### src/rtl/sequential_alu.sv
// Sequential ALU: single-cycle arithmetic/logic operations plus a
// shift-add multiplier that runs for WIDTH cycles. All outputs are registered.
module sequential_alu #(
    parameter int WIDTH = 4
) (
    input  logic                 clock,
    input  logic                 reset_n,
    input  logic                 start,
    input  logic [2:0]           func,
    input  logic [WIDTH-1:0]     a,
    input  logic [WIDTH-1:0]     b_ext,
    input  logic                 use_reg,
    input  logic                 cin,
    output logic [2*WIDTH-1:0]   result,
    output logic                 busy,
    output logic                 done
);

    localparam int RW    = 2 * WIDTH;
    localparam int CNT_W = $clog2(WIDTH + 1);

    typedef enum logic [0:0] {
        IDLE = 1'b0,
        MUL  = 1'b1
    } state_t;

    state_t              state_r;
    logic [RW-1:0]       result_r;
    logic                busy_r;
    logic                done_r;
    logic [RW-1:0]       prod_r;     // partial product, never shown on result
    logic [RW-1:0]       mcand_r;    // multiplicand, shifted left each MUL cycle
    logic [WIDTH-1:0]    mplier_r;   // multiplier, shifted right each MUL cycle
    logic [CNT_W-1:0]    cnt_r;

    logic [WIDTH-1:0]    b_sel_s;
    logic [WIDTH-1:0]    rc_sum_s;
    logic                rc_carry_s;
    logic [RW-1:0]       op_result_s;
    logic [RW-1:0]       prod_next_s;

    assign result = result_r;
    assign busy   = busy_r;
    assign done   = done_r;

    // B operand source: the previous registered result or the external input.
    always_comb begin
        if (use_reg) begin
            b_sel_s = result_r[WIDTH-1:0];
        end else begin
            b_sel_s = b_ext;
        end
    end

    // WIDTH-stage ripple-carry adder: one full adder per bit, carry chained LSB to MSB.
    always_comb begin
        logic c;
        c        = cin;
        rc_sum_s = {WIDTH{1'b0}};
        for (int i = 0; i < WIDTH; i++) begin
            rc_sum_s[i] = a[i] ^ b_sel_s[i] ^ c;
            c           = (a[i] & b_sel_s[i]) | (c & (a[i] ^ b_sel_s[i]));
        end
        rc_carry_s = c;
    end

    // Single-cycle operation results, selected by func.
    always_comb begin
        op_result_s = {RW{1'b0}};
        case (func)
            3'd0: op_result_s = RW'({1'b0, a} + (WIDTH + 1)'(1) + (WIDTH + 1)'(cin));
            3'd1: op_result_s = RW'({rc_carry_s, rc_sum_s});
            3'd2: op_result_s = RW'({1'b0, a} + {1'b0, b_sel_s});
            3'd3: op_result_s = {a | b_sel_s, a ^ b_sel_s};
            3'd4: op_result_s = {{(RW - 1){1'b0}}, |{a, b_sel_s}};
            3'd5: op_result_s = {a, b_sel_s};
            3'd7: op_result_s = {RW{1'b0}};
            default: op_result_s = {RW{1'b0}};
        endcase
    end

    // Shift-add step: accumulate the multiplicand when the current multiplier LSB is set.
    always_comb begin
        if (mplier_r[0]) begin
            prod_next_s = prod_r + mcand_r;
        end else begin
            prod_next_s = prod_r;
        end
    end

    // Control FSM with registered result/busy/done and multiplier datapath.
    always_ff @(posedge clock or negedge reset_n) begin
        if (!reset_n) begin
            state_r  <= IDLE;
            result_r <= {RW{1'b0}};
            busy_r   <= 1'b0;
            done_r   <= 1'b0;
            prod_r   <= {RW{1'b0}};
            mcand_r  <= {RW{1'b0}};
            mplier_r <= {WIDTH{1'b0}};
            cnt_r    <= {CNT_W{1'b0}};
        end else begin
            case (state_r)
                IDLE: begin
                    if (start) begin
                        if (func == 3'd6) begin
                            state_r  <= MUL;
                            busy_r   <= 1'b1;
                            done_r   <= 1'b0;
                            prod_r   <= {RW{1'b0}};
                            mcand_r  <= RW'(a);
                            mplier_r <= b_sel_s;
                            cnt_r    <= {CNT_W{1'b0}};
                        end else begin
                            result_r <= op_result_s;
                            done_r   <= 1'b1;
                        end
                    end else begin
                        done_r <= 1'b0;
                    end
                end
                MUL: begin
                    // start is deliberately ignored here; nothing is queued
                    prod_r   <= prod_next_s;
                    mcand_r  <= {mcand_r[RW-2:0], 1'b0};
                    mplier_r <= {1'b0, mplier_r[WIDTH-1:1]};
                    cnt_r    <= cnt_r + CNT_W'(1);
                    if (cnt_r == CNT_W'(WIDTH - 1)) begin
                        state_r  <= IDLE;
                        result_r <= prod_next_s;
                        busy_r   <= 1'b0;
                        done_r   <= 1'b1;
                    end else begin
                        done_r <= 1'b0;
                    end
                end
                default: begin
                    state_r <= IDLE;
                    busy_r  <= 1'b0;
                    done_r  <= 1'b0;
                end
            endcase
        end
    end

endmodule

### config.mk
export PLATFORM = sky130hd
export DESIGN_NAME = sequential_alu
export DESIGN_NICKNAME = d
export VERILOG_FILES = /design/src/rtl/sequential_alu.sv
export SDC_FILE = /design/constraint.sdc
export NUM_CORES = 1
export LEC_CHECK = 0
export ABC_AREA = 0
export CAP_MARGIN = 20
export CORE_MARGIN = 10
export CORE_UTILIZATION = 40
export DETAILED_ROUTE_END_ITERATION = 7
export GPL_TIMING_DRIVEN = 0
export SLEW_MARGIN = 20
export SYNTH_ARGS = -nofsm -noshare
export SYNTH_HDL_FRONTEND = slang
export SYNTH_SLANG_ARGS = --single-unit
### constraint.sdc
create_clock -name clock -period 2.6 [get_ports clock]
set_input_delay 0.52 -clock clock [delete_from_list [all_inputs] [get_ports clock]]
set_output_delay 0.52 -clock clock [all_outputs]
set_load 0.05 [all_outputs]
==> results of run 1 <==
## logic make-up (layout without fill, tap and decap cells)
family	after synthesis	in the layout	share of synthesized area [%]
fa+ha+maj	25	25	14.4
simple gates	82	82	14.7
compound gates	83	83	20.5
mux	17	17	7.62
xor+xnor	9	9	3.18
flops	34	34	34.3
buf+inv	31	68	5.20
## power groups by stage
stage               clock, mW  combinational (mW)  sequential (mW)
floorplan                   0               0.970             1.14
global placement            0                1.65            0.927
detailed placement          0                1.67            0.933
CTS                     0.432                1.70            0.929
global route            0.449                1.90            0.967
finish                  0.417                1.71            0.928
## repair_timing
item,CTS,global route
pin swaps,1,2
cloned,0,0
buffers inserted,2,3
endpoints found under the setup margin,4,4
resized for setup,14,7
## sequential cells by signal, indices dropped and copies added (netlist names)
name and count:
mcand_r 8, result 8, prod_r 8, busy 1, cnt_r 3, done 1, mplier_r 4, state_r 1
## layout by cell type, fill, tap and decap left out, types with 7 or more instances in the layout
| master | synthesis | routed |
|---|---|---|
| nand2_1 | 43 | 43 |
| dfrtp_1 | 34 | 33 |
| a21oi_1 | 25 | 25 |
| o21ai_0 | 23 | 20 |
| ha_1 | 19 | 19 |
| nor2_1 | 18 | 18 |
| clkdlybuf4s50_1 | 0 | 17 |
| inv_1 | 15 | 12 |
| mux2i_1 | 11 | 9 |
| clkbuf_1 | 9 | 9 |
| xnor2_1 | 7 | 7 |
## Yosys cell counts (all sizes together) (5+ instances only)
| library cell | n |
|---|---|
| mux2i | 12 |
| a21o | 5 |
| xnor2 | 7 |
| mux2 | 5 |
| o22ai | 6 |
| inv | 17 |
| buf | 5 |
| nand2 | 43 |
| fa | 6 |
| o21ai | 26 |
| nor2 | 18 |
| ha | 19 |
| clkbuf | 9 |
| a21oi | 25 |
| dfrtp | 34 |
## final timing paths
check	to	slack, ns
setup / recovery	result[3]	-0.20
hold / removal	done	0.09
setup reg to reg	result[3]	-0.15
hold reg to reg	mplier_r[1]	0.49
max in group asynchronous	mcand_r[0]	2.09
min in group clock	mplier_r[1]	0.49
## area by class of cell
cell class | count | area [um2]
plain buffers | 14 | 73.8
clock buffers | 6 | 82.6
clock inverters | 2 | 12.5
fillers | 597 | 2970
inverters | 17 | 63.8
multi-input cells | 216 | 1540
flip-flops and latches | 34 | 852
well taps | 75 | 93.8
repair buffers | 29 | 275
## routing by layer
metal  part of all wire (%)  global-route usage, %  routed length [um]  up-vias
li1                       -                      -                   -     1055
met4                   0.74                   3.20                  46        0
met5                      0                      0                   0        -
met1                     49                   17.2                3080      993
met2                     46                   19.9                2850       33
met3                    3.9                   3.35                 245        5
==> impl_results.md, run 1 <==
* CP max-delay cell: fa_1
* Crit start category: input pin
* Full die area at 9750 um2
* CTS root buf: clkbuf_8
* GR Overflow Total at 0
* Seq pwr share at between 30% and 40%
* Largest net degree at the start of global routing at 25
* Relative slew margins at roughly 56%
* Max IR drop VDD at approximately 520 uV
* Area grow syn2layout at 20.6%
* Crit-path most repeated cell: fa_2
* Fin Setup TNS at -0.368 ns
* Sw Pwr at ~1.4 mW
* Type of the worst setup path: in2reg
* Combinational power share at between 50% and 60%
* Seq cells post-synth at 34
* Slew Limit Fails at 0
* Ys async rst share at 100%
* Vias at around 2,100
* Dpl cell area at 2830 um2
* EDFF count, synth at 0
* Synth cell types at 44
* Sequential share of the synthesized area at between 30% and 40%
* Run status: finished with violations
* Crit-path cells: buf_12 > mux2i_4 > inv_2 > fa_2 > inv_2 > fa_2 > fa_2 > fa_1 > inv_1 > mux2i_1 > o22ai_1 > a21oi_1 > o31ai_1 > a22o_1
* Clock power share at between 10% and 20%
* Buf+Inv Stages, Crit Path at 4
* Vias in the first global route at between 2,000 and 2,500
* CP Capture Type: flop
* Crit-path leading delay family: adder cells
* Gr usage total at about an eighth
* Hold buffers post-CTS at 0
* DRC at 0
* Layout cells sized above 1 at between 10% and 20%
* CTS tree: done
* Clock Latency Late Sink at roughly 0.29 ns
* Final Setup Violations at 2
* Worst slew pin tran at around 0.66 ns
* Die width at about 100 um
* Power Internal at ~1.7 mW
* Clock sink count at 34
* Min cycle time layout at ~2.8 ns
* Worst r2r src: result[0]
* Post-Layout Cell Count at about 390
* Critical path arrival at about 3.0 ns
* N_diodes at 0
* Clk buf depth at 2
* Hold WS at slightly above 0.09 ns
* Pwr Total at roughly 3.1 mW
* Via/cell ratio at roughly 5.3
* CP Max Fanout at 5
* Fin nets at about 360
* Syn avg cell area at between 8 and 9 um2
* Leak at around 1.4 nW
* Router iterations before antenna repair at 4
* Setup ws final at -0.198 ns
* Htree depth at 2
* Finished Cell Area at ~3000 um2
* DP HPWL at between 4 and 5 mm
* Area fraction of the dominant cell type after synthesis at between 30% and 40%
* RSZ-0062 raised after global routing: yes
* Synth area leaders: dfrtp_1 34%, ha_1 9.6%, nand2_1 6.5%
* Final Hold Fails at 0
* I/O pins at 26
* CP required at 2.78 ns
* First-pass GRT wire length at roughly 10 mm
* YS warnings at 0
* Power Dens Cells at approximately 1000 nW/um2
* Row count at 28
* Final clock skew at between 0.009 and 0.01 ns
* Pre-CTS setup slack at -0.811 ns
* 1st-iter DRT viols at 80
* Top FF cell, synth: dfrtp_1
* Fmax at between 300 and 400 MHz
* Final ANT Viol Nets at 0
* Crit path from: use_reg
* Switching share of power at between 40% and 50%
* Post-Syn Instances at 281
* R2R cell count at 13
* Utilization after layout at between 50 and 60%
* Maximum Capacitance Violations at 0
* Starting density of the core at about two fifths
* Tcrit/Tclk final at 108%
* Cell count after placement at 380
* Synthesized net count at around 320
* Synthesized area at 2480 um2
* WP depth at 14
* PortBufs at 23
* Drt total wl at about 6.2 mm
* Die height at approximately 99 um
* Failing checks: negative setup slack
* Slowest stage delay, CP at a little under 0.5 ns
* Routed len/inst at 15.8 um
* Num CTS Buffers at 5
* RD Place Congestion at 0.923
* CORE AREA at roughly 6000 um2
* Clk slew on worst S/H paths at roughly 0.070 ns
* Top cell type by total area after synthesis: dfrtp_1
* Hold Crit Class: in2async
* Initial antenna violation count at 0
No activity file was read; power rests on OpenSTA's default activity.
==> inputs of run 2 (changes only) <==
SLEW_MARGIN = unset   (was 20)
==> impl_results.md, run 2 (synthesis gave the netlist of run 1 again) <==
* Most Crowded Layer GR: met2 (unchanged)
* Pre-CTS setup slack at -0.831 ns (was -0.811 ns)
* Critical path arrival at 3.03 ns (was 2.98 ns)
* Met2 usage at 19.4% (was 19.9%)
* Vias in the first global route at 2,055 (was 2,053)
* Filler instances at 593 (was 597)
* Failing checks: negative setup slack (unchanged)
* Maximum Capacitance Violations at 0 (unchanged)
* CP Capture Type: flop (unchanged)
* CP required at 2.81 ns (was 2.78 ns)
* Slew Limit Fails at 0 (unchanged)
* Num CTS Buffers at 5 (unchanged)
* I/O pins at 26 (unchanged)
* Relative slew margins at 49.6% (was 55.8%)
* GR Overflow Total at 0 (unchanged)
* Vias at 2,119 (was 2,086)
* Drt total wl at 6.16 mm (was 6.22 mm)
* 1st-iter DRT viols at 107 (was 80)
* First-pass GRT wire length at 10.2 mm (was 10.3 mm)
* Gr usage total at 12.6% (was 12.8%)
* Setup ws final at -0.222 ns (was -0.198 ns)
* Row count at 28 (unchanged)
* Tcrit/Tclk final at 109% (was 108%)
* CTS tree: done (unchanged)
* GR Util met1 at 16.9% (was 17.2%)
* Final clock skew at 0.00689 ns (was 0.00943 ns)
* Initial antenna violation count at 0 (unchanged)
* Final Setup Violations at 2 (unchanged)
* Clock sink count at 34 (unchanged)
* Routed len/inst at 15.8 um (about the same)
* N_diodes at 0 (unchanged)
* Router iterations before antenna repair at 4 (unchanged)
* Leak at 1.36 nW (was 1.37 nW)
* Finished Cell Area at 2960 um2 (was 2990 um2)
* Htree depth at 2 (unchanged)
* Hold Crit Class: in2async (unchanged)
* Power Dens Cells at 1030 nW/um2 (was 1020 nW/um2)
* RSZ-0062 raised after global routing: yes (unchanged)
* Utilization after layout at 49.7% (was 50.2%)
* RD Place Congestion at 0.923 (unchanged)
* Type of the worst setup path: in2reg (unchanged)
* Area grow syn2layout at 19.5% (was 20.6%)
* Starting density of the core at 41.6% (unchanged)
* Sw Pwr at 1.40 mW (was 1.41 mW)
* Most frequent cells in the layout: 43 x nand2_1, 33 x dfrtp_1, 25 x a21oi_1 (unchanged)
* Final ANT Viol Nets at 0 (unchanged)
* Commonest non-fill, non-tap cell in the layout: nand2_1 (unchanged)
* Die width at 98.7 um (unchanged)
* CTS root buf: clkbuf_8 (unchanged)
* Run status: finished with violations (unchanged)
* Combinational power share at 56.0% (about the same)
* DP HPWL at 4.70 mm (was 4.77 mm)
* Power Internal at 1.64 mW (was 1.65 mW)
* Clk buf depth at 2 (unchanged)
* Final Hold Fails at 0 (unchanged)
* PortBufs at 23 (unchanged)
* Min cycle time layout at 2.82 ns (was 2.80 ns)
* Dpl cell area at 2810 um2 (was 2830 um2)
* Largest net degree at the start of global routing at 35 (was 25)
* Switching share of power at 46.0% (about the same)
* Die height at 98.7 um (unchanged)
* Full die area at 9750 um2 (unchanged)
* Seq pwr share at 30.5% (was 30.4%)
* Fmax at 354 MHz (was 357 MHz)
* Fin Setup TNS at -0.409 ns (was -0.368 ns)
* Met3 usage at 3.63% (was 3.35%)
* DRC at 0 (unchanged)
* Worst slew pin tran at 0.757 ns (was 0.663 ns)
* Via/cell ratio at 5.42 (was 5.31)
* Crit start category: input pin (unchanged)
* Clock power share at 13.5% (was 13.6%)
* Clock Latency Late Sink at 0.29 ns (about the same)
* Layout cells sized above 1 at 12.7% (was 13.2%)
* Max IR drop VDD at 535 uV (was 523 uV)
* Fin nets at 356 (was 358)
* Pwr Total at 3.05 mW (was 3.06 mW)
* CORE AREA at 5960 um2 (unchanged)
* Clk slew on worst S/H paths at 0.07 ns (about the same)
* CP Max Fanout at 3 (was 5)
run 2: final cells by class:
type                       count  area (um2)  share of cell area, %
multi-input combinational    216        1540                   51.8
tap                           75        93.8                   3.17
clock inverter                 2        12.5                  0.422
sequential                    34         852                   28.8
buffer                        14        73.8                   2.49
clock buffer                   6        82.6                   2.79
inverter                      17        63.8                   2.15
timing repair buffer          27         248                   8.37
run 2: repair_timing:
item | 4_1_cts | 5_1_grt
resized for setup | 14 | 7
hold buffers | 0 | 0
buffers inserted | 2 | 2
pin swaps | 2 | 5
endpoints found under the setup margin | 4 | 4
run 2: metrics by stage:
stage	std cells	hold slack [ns]
2_1_floorplan	281	0.224
3_3_place_gp	379	0.458
3_5_place_dp	379	0.475
4_1_cts	389	0.330
5_1_grt	391	0.349
6_report	391	0.294
run 2: critical path, cell delays in order:
cell and delay (ns):
buf_12 0.11, mux2i_4 0.19, inv_2 0.07, fa_2 0.18
inv_2 0.04, fa_2 0.33, fa_2 0.34, fa_1 0.37
nor2b_1 0.14, a211oi_1 0.24, a21oi_1 0.07, a21oi_1 0.13
o21ai_1 0.12, a31oi_1 0.18
run 2: power groups by stage:
stage | logic, mW | clock network [mW] | registers (mW)
floorplan | 0.970 | 0 | 1.14
finish | 1.71 | 0.413 | 0.928
global placement | 1.65 | 0 | 0.927
detailed placement | 1.66 | 0 | 0.932
global route | 1.89 | 0.446 | 0.965
CTS | 1.70 | 0.425 | 0.930
run 2: worst paths after layout:
kind / slack (ns) / depth (start not counted) / to / startpoint
worst max-delay path: -0.22 / 14 / result[4] / use_reg
worst min register to register: 0.49 / 2 / mplier_r[1] / mplier_r[2]
worst max register to register: -0.18 / 13 / result[4] / result[0]
max in group asynchronous: 1.78 / 1 / result[0] / reset_n
min in group clock: 0.49 / 2 / mplier_r[1] / mplier_r[2]
worst min-delay path: 0.29 / 1 / done / reset_n
run 2: per-layer routing:
layer / vias up / share of wire (%)
li1: 1048 / -
met1: 1012 / 48
met2: 50 / 45
met3: 9 / 5.3
met4: 0 / 1.3
met5: - / 0
